`src/rtl/rmst_fm_tile_ctrl_if.sv`:
```
// Tile-load request, feature-map configuration and burst handshake bundle
// between a tile scheduler (master) and rmst_fm_tile_ctrl (slave).
interface rmst_fm_tile_ctrl_if #(
   parameter int AW = 12,
   parameter int CW = 16,
   parameter int DW = 32
) ();
   logic          load_start;
   logic          load_abort;
   logic [DW-1:0] cfg_base_addr;
   logic [CW-1:0] cfg_N;
   logic [CW-1:0] cfg_R;
   logic [CW-1:0] cfg_C;
   logic [CW-1:0] cfg_tn;
   logic [CW-1:0] cfg_tr;
   logic [CW-1:0] cfg_tc;
   logic [CW-1:0] cfg_offset;
   logic [CW-1:0] tile_base_n;
   logic [CW-1:0] tile_base_row;
   logic [CW-1:0] tile_base_col;
   logic          load_fifo_almost_full;
   logic          load_trans_done;
   logic          load_trans_start;
   logic [DW-1:0] param_raddr;
   logic [AW-1:0] param_iolen;
   logic          load_done;
   logic          load_busy;

   modport master (
      output load_start, load_abort, cfg_base_addr, cfg_N, cfg_R, cfg_C,
             cfg_tn, cfg_tr, cfg_tc, cfg_offset, tile_base_n, tile_base_row,
             tile_base_col, load_fifo_almost_full, load_trans_done,
      input  load_trans_start, param_raddr, param_iolen, load_done, load_busy
   );

   modport slave (
      input  load_start, load_abort, cfg_base_addr, cfg_N, cfg_R, cfg_C,
             cfg_tn, cfg_tr, cfg_tc, cfg_offset, tile_base_n, tile_base_row,
             tile_base_col, load_fifo_almost_full, load_trans_done,
      output load_trans_start, param_raddr, param_iolen, load_done, load_busy
   );
endinterface

```
`src/rtl/rmst_fm_tile_ctrl.sv`:
```
// Walks an edge-clipped feature-map tile channel by channel, row by row, and
// issues one burst request per MAX_BURST-word row segment.
module rmst_fm_tile_ctrl #(
   parameter int AW        = 12,
   parameter int CW        = 16,
   parameter int DW        = 32,
   parameter int MAX_BURST = 64
) (
   input logic                clk,
   input logic                rst_n,
   rmst_fm_tile_ctrl_if.slave bus
);

   typedef enum logic [2:0] {IDLE, CONFIG, WAIT, TRANS, DONE} state_t;
   state_t state, next_state;

   logic [DW-1:0] base;
   logic [CW-1:0] map_r, map_c, org_n, org_r, org_c;
   logic [CW-1:0] en, er, ec;
   logic [CW-1:0] n_cnt, r_cnt, col_off;
   logic          last, abort_pend;
   logic          trans_start, done_pulse;
   logic [DW-1:0] raddr;
   logic [AW-1:0] iolen;

   logic [CW-1:0] en_in, er_in, ec_in, remaining;
   logic          empty_in, seg_last, row_last, tile_last;
   logic [DW-1:0] word_addr;

   function automatic logic [CW-1:0] sat_sub(input logic [CW-1:0] a, input logic [CW-1:0] b);
      return (a > b) ? a - b : '0;
   endfunction

   function automatic logic [CW-1:0] clip_min(input logic [CW:0] a, input logic [CW-1:0] b);
      return (a < {1'b0, b}) ? a[CW-1:0] : b;
   endfunction

   // Tile extents are clipped from the live inputs and captured on acceptance.
   always_comb begin
      en_in    = clip_min({1'b0, bus.cfg_tn}, sat_sub(bus.cfg_N, bus.tile_base_n));
      er_in    = clip_min({1'b0, bus.cfg_tr}, sat_sub(bus.cfg_R, bus.tile_base_row));
      ec_in    = clip_min({1'b0, bus.cfg_tc} + {1'b0, bus.cfg_offset},
                          sat_sub(bus.cfg_C, bus.tile_base_col));
      empty_in = (en_in == '0) || (er_in == '0) || (ec_in == '0);
   end

   always_comb begin
      remaining = ec - col_off;
      seg_last  = remaining <= CW'(MAX_BURST);
      row_last  = seg_last && (r_cnt == er - CW'(1));
      tile_last = row_last && (n_cnt == en - CW'(1));
      word_addr = base
                + (DW'(org_n) + DW'(n_cnt)) * DW'(map_r) * DW'(map_c)
                + (DW'(org_r) + DW'(r_cnt)) * DW'(map_c)
                + DW'(org_c) + DW'(col_off);
   end

   always_ff @(posedge clk or negedge rst_n) begin
      if (!rst_n) state <= IDLE;
      else        state <= next_state;
   end

   // Abort wins everywhere; inside TRANS it only takes effect once the burst drains.
   always_comb begin
      next_state = state;
      case (state)
         IDLE: begin
            if (bus.load_start) begin
               if (empty_in)                       next_state = DONE;
               else if (bus.load_fifo_almost_full) next_state = WAIT;
               else                                next_state = CONFIG;
            end
         end
         WAIT: begin
            if (bus.load_abort)                  next_state = IDLE;
            else if (!bus.load_fifo_almost_full) next_state = CONFIG;
         end
         CONFIG: next_state = bus.load_abort ? IDLE : TRANS;
         TRANS: begin
            if (bus.load_trans_done)
               next_state = (bus.load_abort || abort_pend) ? IDLE : DONE;
         end
         DONE: begin
            if (bus.load_abort || last)         next_state = IDLE;
            else if (bus.load_fifo_almost_full) next_state = WAIT;
            else                                next_state = CONFIG;
         end
         default: next_state = IDLE;
      endcase
   end

   always_ff @(posedge clk or negedge rst_n) begin
      if (!rst_n) begin
         base        <= '0;
         map_r       <= '0;
         map_c       <= '0;
         org_n       <= '0;
         org_r       <= '0;
         org_c       <= '0;
         en          <= '0;
         er          <= '0;
         ec          <= '0;
         n_cnt       <= '0;
         r_cnt       <= '0;
         col_off     <= '0;
         last        <= 1'b0;
         abort_pend  <= 1'b0;
         trans_start <= 1'b0;
         done_pulse  <= 1'b0;
         raddr       <= '0;
         iolen       <= '0;
      end else begin
         trans_start <= 1'b0;
         done_pulse  <= 1'b0;
         case (state)
            IDLE: begin
               if (bus.load_start) begin
                  base       <= bus.cfg_base_addr;
                  map_r      <= bus.cfg_R;
                  map_c      <= bus.cfg_C;
                  org_n      <= bus.tile_base_n;
                  org_r      <= bus.tile_base_row;
                  org_c      <= bus.tile_base_col;
                  en         <= en_in;
                  er         <= er_in;
                  ec         <= ec_in;
                  last       <= empty_in;
                  abort_pend <= 1'b0;
                  n_cnt      <= '0;
                  r_cnt      <= '0;
                  col_off    <= '0;
               end
            end
            CONFIG: begin
               if (!bus.load_abort) begin
                  raddr       <= word_addr << 2;
                  iolen       <= seg_last ? AW'(remaining) : AW'(MAX_BURST);
                  trans_start <= 1'b1;
                  last        <= tile_last;
                  if (!seg_last) begin
                     col_off <= col_off + CW'(MAX_BURST);
                  end else begin
                     col_off <= '0;
                     r_cnt   <= row_last ? '0 : r_cnt + CW'(1);
                     if (row_last) n_cnt <= tile_last ? '0 : n_cnt + CW'(1);
                  end
               end
            end
            TRANS: if (bus.load_abort) abort_pend <= 1'b1;
            DONE:  if (!bus.load_abort && last) done_pulse <= 1'b1;
            default: ;
         endcase
         if (bus.load_abort && state != IDLE) begin
            n_cnt   <= '0;
            r_cnt   <= '0;
            col_off <= '0;
         end
      end
   end

   assign bus.load_trans_start = trans_start;
   assign bus.param_raddr      = raddr;
   assign bus.param_iolen      = iolen;
   assign bus.load_done        = done_pulse;
   assign bus.load_busy        = (state != IDLE);

endmodule

```
`src/flat_wrapper.sv`:
```
// flat-port wrapper written by rule: the top's interface ports become plain ports
module rmst_fm_tile_ctrl_flat 
#(
   parameter int AW        = 12,
   parameter int CW        = 16,
   parameter int DW        = 32,
   parameter int MAX_BURST = 64
)
  (clk, rst_n, bus_load_start, bus_load_abort, bus_cfg_base_addr, bus_cfg_N, bus_cfg_R, bus_cfg_C, bus_cfg_tn, bus_cfg_tr, bus_cfg_tc, bus_cfg_offset, bus_tile_base_n, bus_tile_base_row, bus_tile_base_col, bus_load_fifo_almost_full, bus_load_trans_done, bus_load_trans_start, bus_param_raddr, bus_param_iolen, bus_load_done, bus_load_busy);
  rmst_fm_tile_ctrl_if #(.AW(AW), .CW(CW), .DW(DW)) bus_i ();
  input logic clk;
  input logic rst_n;
  input wire logic [$bits(bus_i.load_start)-1:0] bus_load_start;
  input wire logic [$bits(bus_i.load_abort)-1:0] bus_load_abort;
  input wire logic [$bits(bus_i.cfg_base_addr)-1:0] bus_cfg_base_addr;
  input wire logic [$bits(bus_i.cfg_N)-1:0] bus_cfg_N;
  input wire logic [$bits(bus_i.cfg_R)-1:0] bus_cfg_R;
  input wire logic [$bits(bus_i.cfg_C)-1:0] bus_cfg_C;
  input wire logic [$bits(bus_i.cfg_tn)-1:0] bus_cfg_tn;
  input wire logic [$bits(bus_i.cfg_tr)-1:0] bus_cfg_tr;
  input wire logic [$bits(bus_i.cfg_tc)-1:0] bus_cfg_tc;
  input wire logic [$bits(bus_i.cfg_offset)-1:0] bus_cfg_offset;
  input wire logic [$bits(bus_i.tile_base_n)-1:0] bus_tile_base_n;
  input wire logic [$bits(bus_i.tile_base_row)-1:0] bus_tile_base_row;
  input wire logic [$bits(bus_i.tile_base_col)-1:0] bus_tile_base_col;
  input wire logic [$bits(bus_i.load_fifo_almost_full)-1:0] bus_load_fifo_almost_full;
  input wire logic [$bits(bus_i.load_trans_done)-1:0] bus_load_trans_done;
  output wire logic [$bits(bus_i.load_trans_start)-1:0] bus_load_trans_start;
  output wire logic [$bits(bus_i.param_raddr)-1:0] bus_param_raddr;
  output wire logic [$bits(bus_i.param_iolen)-1:0] bus_param_iolen;
  output wire logic [$bits(bus_i.load_done)-1:0] bus_load_done;
  output wire logic [$bits(bus_i.load_busy)-1:0] bus_load_busy;
  assign bus_i.load_start = bus_load_start;
  assign bus_i.load_abort = bus_load_abort;
  assign bus_i.cfg_base_addr = bus_cfg_base_addr;
  assign bus_i.cfg_N = bus_cfg_N;
  assign bus_i.cfg_R = bus_cfg_R;
  assign bus_i.cfg_C = bus_cfg_C;
  assign bus_i.cfg_tn = bus_cfg_tn;
  assign bus_i.cfg_tr = bus_cfg_tr;
  assign bus_i.cfg_tc = bus_cfg_tc;
  assign bus_i.cfg_offset = bus_cfg_offset;
  assign bus_i.tile_base_n = bus_tile_base_n;
  assign bus_i.tile_base_row = bus_tile_base_row;
  assign bus_i.tile_base_col = bus_tile_base_col;
  assign bus_i.load_fifo_almost_full = bus_load_fifo_almost_full;
  assign bus_i.load_trans_done = bus_load_trans_done;
  assign bus_load_trans_start = bus_i.load_trans_start;
  assign bus_param_raddr = bus_i.param_raddr;
  assign bus_param_iolen = bus_i.param_iolen;
  assign bus_load_done = bus_i.load_done;
  assign bus_load_busy = bus_i.load_busy;
  rmst_fm_tile_ctrl #(.AW(AW), .CW(CW), .DW(DW), .MAX_BURST(MAX_BURST)) u_core (.clk(clk), .rst_n(rst_n), .bus(bus_i));
endmodule
```
`config.mk`:
```
export PLATFORM = sky130hd
export DESIGN_NAME = rmst_fm_tile_ctrl_flat
export DESIGN_NICKNAME = d
export VERILOG_FILES = /design/src/rtl/rmst_fm_tile_ctrl_if.sv /design/src/rtl/rmst_fm_tile_ctrl.sv /design/src/flat_wrapper.sv
export SDC_FILE = /design/constraint.sdc
export NUM_CORES = 2
export LEC_CHECK = 0
export BUFFER_PORTS_ARGS = -buffer_cell sky130_fd_sc_hd__buf_2
export CAP_MARGIN = 20
export CORE_ASPECT_RATIO = 1.25
export CORE_MARGIN = 2
export CORE_UTILIZATION = 45
export CTS_CLUSTER_SIZE = 10
export DETAILED_ROUTE_END_ITERATION = 8
export PLACE_DENSITY_LB_ADDON = 0.3
export SYNTH_ARGS = -nofsm -noshare
export SYNTH_HDL_FRONTEND = slang
export SYNTH_SLANG_ARGS = --single-unit
```
`constraint.sdc`:
```
create_clock -name clk -period 16.42 [get_ports clk]
set_input_delay 0 -clock clk [delete_from_list [all_inputs] [get_ports clk]]
set_output_delay 0 -clock clk [all_outputs]
set_load 0.005 [all_outputs]
```
### Word level (Yosys, flattened, before mapping)

Index checks and enable logic that the tools add are counted.

| operators by class | value |
|---|---|
| equal/unequal tests | 15 |
| $mul | 3 |
| reduce and logical (&&, ||, !) cells | 25 |
| add/sub/neg operators | 16 |
| bitwise logic cells | 1 |
| mux-type cells | 43 |
| order comparisons | 7 |

Operators by type and width:

| kind | number |
|---|---|
| $mux W16 | 19 |
| $pmux W16 S2 | 3 |
| $mul A32 B16 Y30 | 2 |
| $sub A16 B16 Y16 | 4 |
| $add A30 B16 Y30 | 2 |
| $add A30 B30 Y30 | 2 |
| $add A16 B16 Y17 | 3 |
| $gt A16 B16 Y1 | 3 |
| $logic_not A16 Y1 | 3 |
| $add A16 B1 Y16 const B | 2 |
| $eq A16 B16 Y1 | 2 |
| $lt A16 B16 Y1 | 2 |
| $mul A32 B16 Y32 | 1 |
| $sub A16 B1 Y16 const B | 2 |
| $mux W3 | 7 |
| $lt A17 B16 Y1 | 1 |
| $add A16 B7 Y16 const B | 1 |
| $le A16 B7 Y1 const B | 1 |
| $pmux W3 S5 | 1 |
| $mux W12 | 1 |
| $reduce_and A3 Y1 | 4 |
| $mux W1 | 8 |
| $ne A2 B2 Y1 const B | 4 |
| $eq A3 B2 Y1 const B | 2 |
| 17 further kinds | 30 |

| word-level totals | value |
|---|---|
| bits of input ports | 198 |
| logic and storage cells | 129 |
| flip-flop bits (word level) | 255 |

### Longest topological paths before layout

| logic depth | value |
|---|---|
| depth after elaboration | 10 |
| gate-level depth with buffers | 59 |
| gate-level depth less buffers | 58 |

### Worst setup path after synthesis

Ideal clock, no wire load.

| path | value |
|---|---|
| path kind | register to register |
| from | register u_core.n_cnt[1] |
| to | register u_core.raddr[31], in the netlist u_core.bus.param_raddr[31] |
| setup time | 0.129 ns |
| arrival time | 14.173 ns |
| path buffers | 1 |
| stages on the path, launching flop included | 57 |
| required time | 16.291 ns |
| setup slack | 2.118 ns |
| cell sequence | dfrtp_1 ha_1 a21o_1 a21oi_1 nor2b_1 or4_1 nand4_1 a31oi_1 a211o_1 a21oi_1 xnor2_1 clkbuf_1 nand2_1 fa_1 fa_1 inv_1 fa_1 inv_1 [... 21 more ...] inv_1 fa_1 fa_1 fa_1 ha_1 xnor2_1 xnor2_1 xnor2_1 xnor2_1 xnor2_1 xnor3_1 xnor3_1 xor3_1 xnor3_1 xnor2_1 xnor3_1 xnor2_1 o21ai_1 |

| between the ends | value |
|---|---|
| word-level cells in the longest chain between the ends | 7 |

RTL lines:

| element | RTL line | source |
|---|---|---|
| start, declared | rmst_fm_tile_ctrl.sv:20 | `logic [CW-1:0] n_cnt, r_cnt, col_off;` |
| start signal, assigned | rmst_fm_tile_ctrl.sv:145 | `if (row_last) n_cnt <= tile_last ? '0 : n_cnt + CW'(1);` |
| $add A16 B16 Y17 | rmst_fm_tile_ctrl.sv:53 | `+ (DW'(org_n) + DW'(n_cnt)) * DW'(map_r) * DW'(map_c)` |
| $mul A32 B16 Y32 | rmst_fm_tile_ctrl.sv:53 |  |
| $mul A32 B16 Y30 | rmst_fm_tile_ctrl.sv:53 |  |
| $add A30 B30 Y30 | rmst_fm_tile_ctrl.sv:53 |  |
| $add A30 B30 Y30 | rmst_fm_tile_ctrl.sv:54 | `+ (DW'(org_r) + DW'(r_cnt)) * DW'(map_c)` |
| $add A30 B16 Y30 (2 in a row) | rmst_fm_tile_ctrl.sv:55 | `+ DW'(org_c) + DW'(col_off);` |
| end signal, assigned | rmst_fm_tile_ctrl.sv:136 | `raddr <= word_addr << 2;` |
| end, declared | rmst_fm_tile_ctrl.sv:23 | `logic [DW-1:0] raddr;` |

Every way passes these cells.
A chain may end at the register's enable or synchronous reset.

### Worst setup path after layout

Same ends and word-level chain as after synthesis.

==> impl_results.md <==
* Largest net degree at the start of global routing at 101
* Slowest stage cell, crit path: fa_1
* Setup Total Neg Slack at 0 ns
* Synth Flop Type: dfrtp_1
* Antenna-violating nets left at 0
* Die height at 364 um
* Yosys cell types at slightly above 90
* EDFF count, synth at 0
* Cells after Synth at about 5400
* Clock Skew at 0.0395 ns
* Hold depth at 5
* Slew headroom at between 20% and 30%
* Worst setup SP type: register
* Die area at ~110000 um2
* Drt first pass iters at 6
* # DRC at 0
* DR vias at around 37000
* Final Cycle Share at 94.4%
* IO Pins at around 250
* Die X at 292 um
* Reg-to-reg setup timing slack at 0.92 ns
* WHS Endpoint: u_core.ec[10]
* RD Place Congestion at 0.921
* CP top delay family: adder cells
* Initial Util at 45.2%
* Hold Crit Class: in -> reg
* Root Buffer: clkbuf_16
* Max Cap Violations at 0
* CTS H-tree lvls at 2
* Global-route usage over all layers at ~25%
* Drt via density at 5.28
* Yosys reg bits at approximately 250
* Final Max Slew Viols at 0
* Number of global-route vias before repair at 39600
* Slew @ Worst Pin at around 1.1 ns
* Routed WL at approximately 130000 um
* Post-synth top area cell: fa_1
* Final min period at around 16 ns
* Post-Synthesis Cell Area at roughly 47000 um2
* CTS tree: built
* Final setup vio count at 0
* Hold Crit Start: bus_cfg_tc[14]
* Worst-Skew Late Latency at roughly 0.6 ns
* Worst reg2reg path depth at 55
* Worst-path maximum fanout at 13
* RSZ-0062 raised after global routing: false
* Worst R2R End: u_core.bus.param_raddr[31]
* Max Clock Freq at about 65 MHz
* Layout cells sized above 1 at about 7.6%
* Synthesis Warnings at 0
* Syn_area_per_cell at roughly 8.7 um2
* Row cnt at 132
* Number of buffers and inverters on the critical path at 7
* CTS clk-pin slew, worst paths at 0.06 ns
* FFs w/ async S/R, synth at 100%
* Clock Tree Buf Depth at 3
* Layout fillers at about 9700
* First-pass GRT wire length at about 210000 um
* R2r startpoint: u_core.n_cnt[1]
* PortBufs at 240
* Cts bufs inserted at 34
* N_diodes at 0
* Arr. time, crit path at 15.92 ns
* Crit end category: register
* Outcome: completed
* Crit Path Category: reg -> reg
* Post CTS Setup Buffer Count at 0
* Routed WL per cell at about 19 um
* Initial antenna violation count at 3
* Final Hold Fails at 0
* Fin nets at approximately 7000
* Seq/Total Area, Yosys at between 10% and 20%
* Core area at approximately 100000 um2
* Post-synth top area share at 34.4%
* CP Data Required Time at around 17 ns
* Cell mode on critical path: fa_1
* Largest stage delay, worst path at about 0.56 ns
* Remaining Overflow, GRT at 0
* Dpl hpwl at 105000 um
* Area delta synth->final at 11.3%
* Top cells by area, synth: fa_1 34%, dfrtp_1 13%, ha_1 10%, inv_1 8.2%, nand2_1 7.3%
* DRT iter0 DRCs at ~2200
* Total clock sinks at 249
[repair_timing]
item / in CTS / in global routing
hold buffers: 157 / 0
setup endpoints to repair: 0 / 1
resized for setup: 0 / 1
hold endpoints to repair: 216 / 0
[synth_stat cells (all sizes together) (14+ instances only)]
cell type  instances
a21boi            15
fa               802
or2               30
clkbuf           204
dfrtp            249
nor2             167
xor2              52
and3              34
nor4              29
nor3              53
a21oi            143
ha               381
o21ai            234
nand2            903
a211oi            22
o31ai             14
a21o              52
nor2b             44
o21a              27
and2             377
nand3             47
buf               18
a31oi             30
or3               22
xnor2            157
nand2b            50
nand4             29
inv             1017
o21bai            19
[metrics by stage]
stage	instance area [um2]	utilization [%]	worst slack [ns]	hold slack, ns	cells
final	51900	50.3	0.918	0.0273	7012
after CTS	51900	50.3	0.751	0.00249	7012
after global routing	51900	50.3	0.0559	0.0531	7012
after detailed placement	49300	47.7	0.768	0.00909	6805
after global placement	49300	47.7	0.997	0.0101	6805
after floorplan	46700	-	2.12	-0.296	5372
[cells by family after synthesis]
logic type	Yosys count	synth area share [%]
other cells	2	0.0161
xor+xnor	216	4.28
compound gates	639	8.62
flops	249	13.4
mux	15	0.327
buf+inv	1240	10.1
simple gates	1825	18.7
fa+ha+maj	1183	44.6
[routing by layer]
layer  vias up  GRT usage [%]  wire length [um]
li1      17100              -                 -
met1     18600           30.1             52400
met2      1028           45.8             66400
met3       302           3.81              7150
met4         2           10.2              5440
met5         -              0                13
[layout make-up]
class                           count  area (um2)  area share (%)
Multi-Input combinational cell   3883       35800            68.9
Tap cell                         1340        1680            3.23
Sequential cell                   249        6230            12.0
Inverter                         1018        3820            7.36
Clock inverter                      5        78.8           0.152
Clock buffer                       45         952            1.83
Timing Repair Buffer              472        3360            6.47
[worst max path at each step]
stage | start | slack [ns] | depth (start not counted) | end
6_report | u_core.n_cnt[1] | 0.92 | 55 | u_core.bus.param_raddr[31]
3_5_place_dp | u_core.n_cnt[1] | 0.77 | 57 | u_core.bus.param_raddr[31]
3_3_place_gp | u_core.n_cnt[1] | 1.0 | 57 | u_core.bus.param_raddr[31]
4_1_cts | u_core.n_cnt[1] | 0.75 | 57 | u_core.bus.param_raddr[31]
2_1_floorplan | u_core.n_cnt[1] | 2.12 | 56 | u_core.bus.param_raddr[31]
5_1_grt | u_core.n_cnt[1] | 0.06 | 58 | u_core.bus.param_raddr[31]
[tightest hold or removal path, stage by stage]
cell     delay [ns]
buf_2          0.09
ha_1           0.17
a21oi_2        0.10
nand4_1        0.13
a31oi_1        0.09
[placed cells by master (no fill, tap or decap), drive strengths merged, types with 30 or more instances in the layout]
cell	synthesis	routed
a21o	52	52
a21oi	143	143
a31oi	30	30
and2	377	377
and3	34	34
buf	18	316
clkbuf	204	45
dfrtp	249	249
dlygate4sd3	0	156
fa	802	802
ha	381	381
inv	1017	1018
nand2	903	903
nand2b	50	50
nand3	47	47
nor2	167	167
nor2b	44	44
nor3	53	53
o21ai	234	234
or2	30	30
xnor2	157	157
xor2	52	52
Power is left out: the tool's default activity adds up to more than one toggle a clock period on the data nets, which glitch-free logic cannot reach.
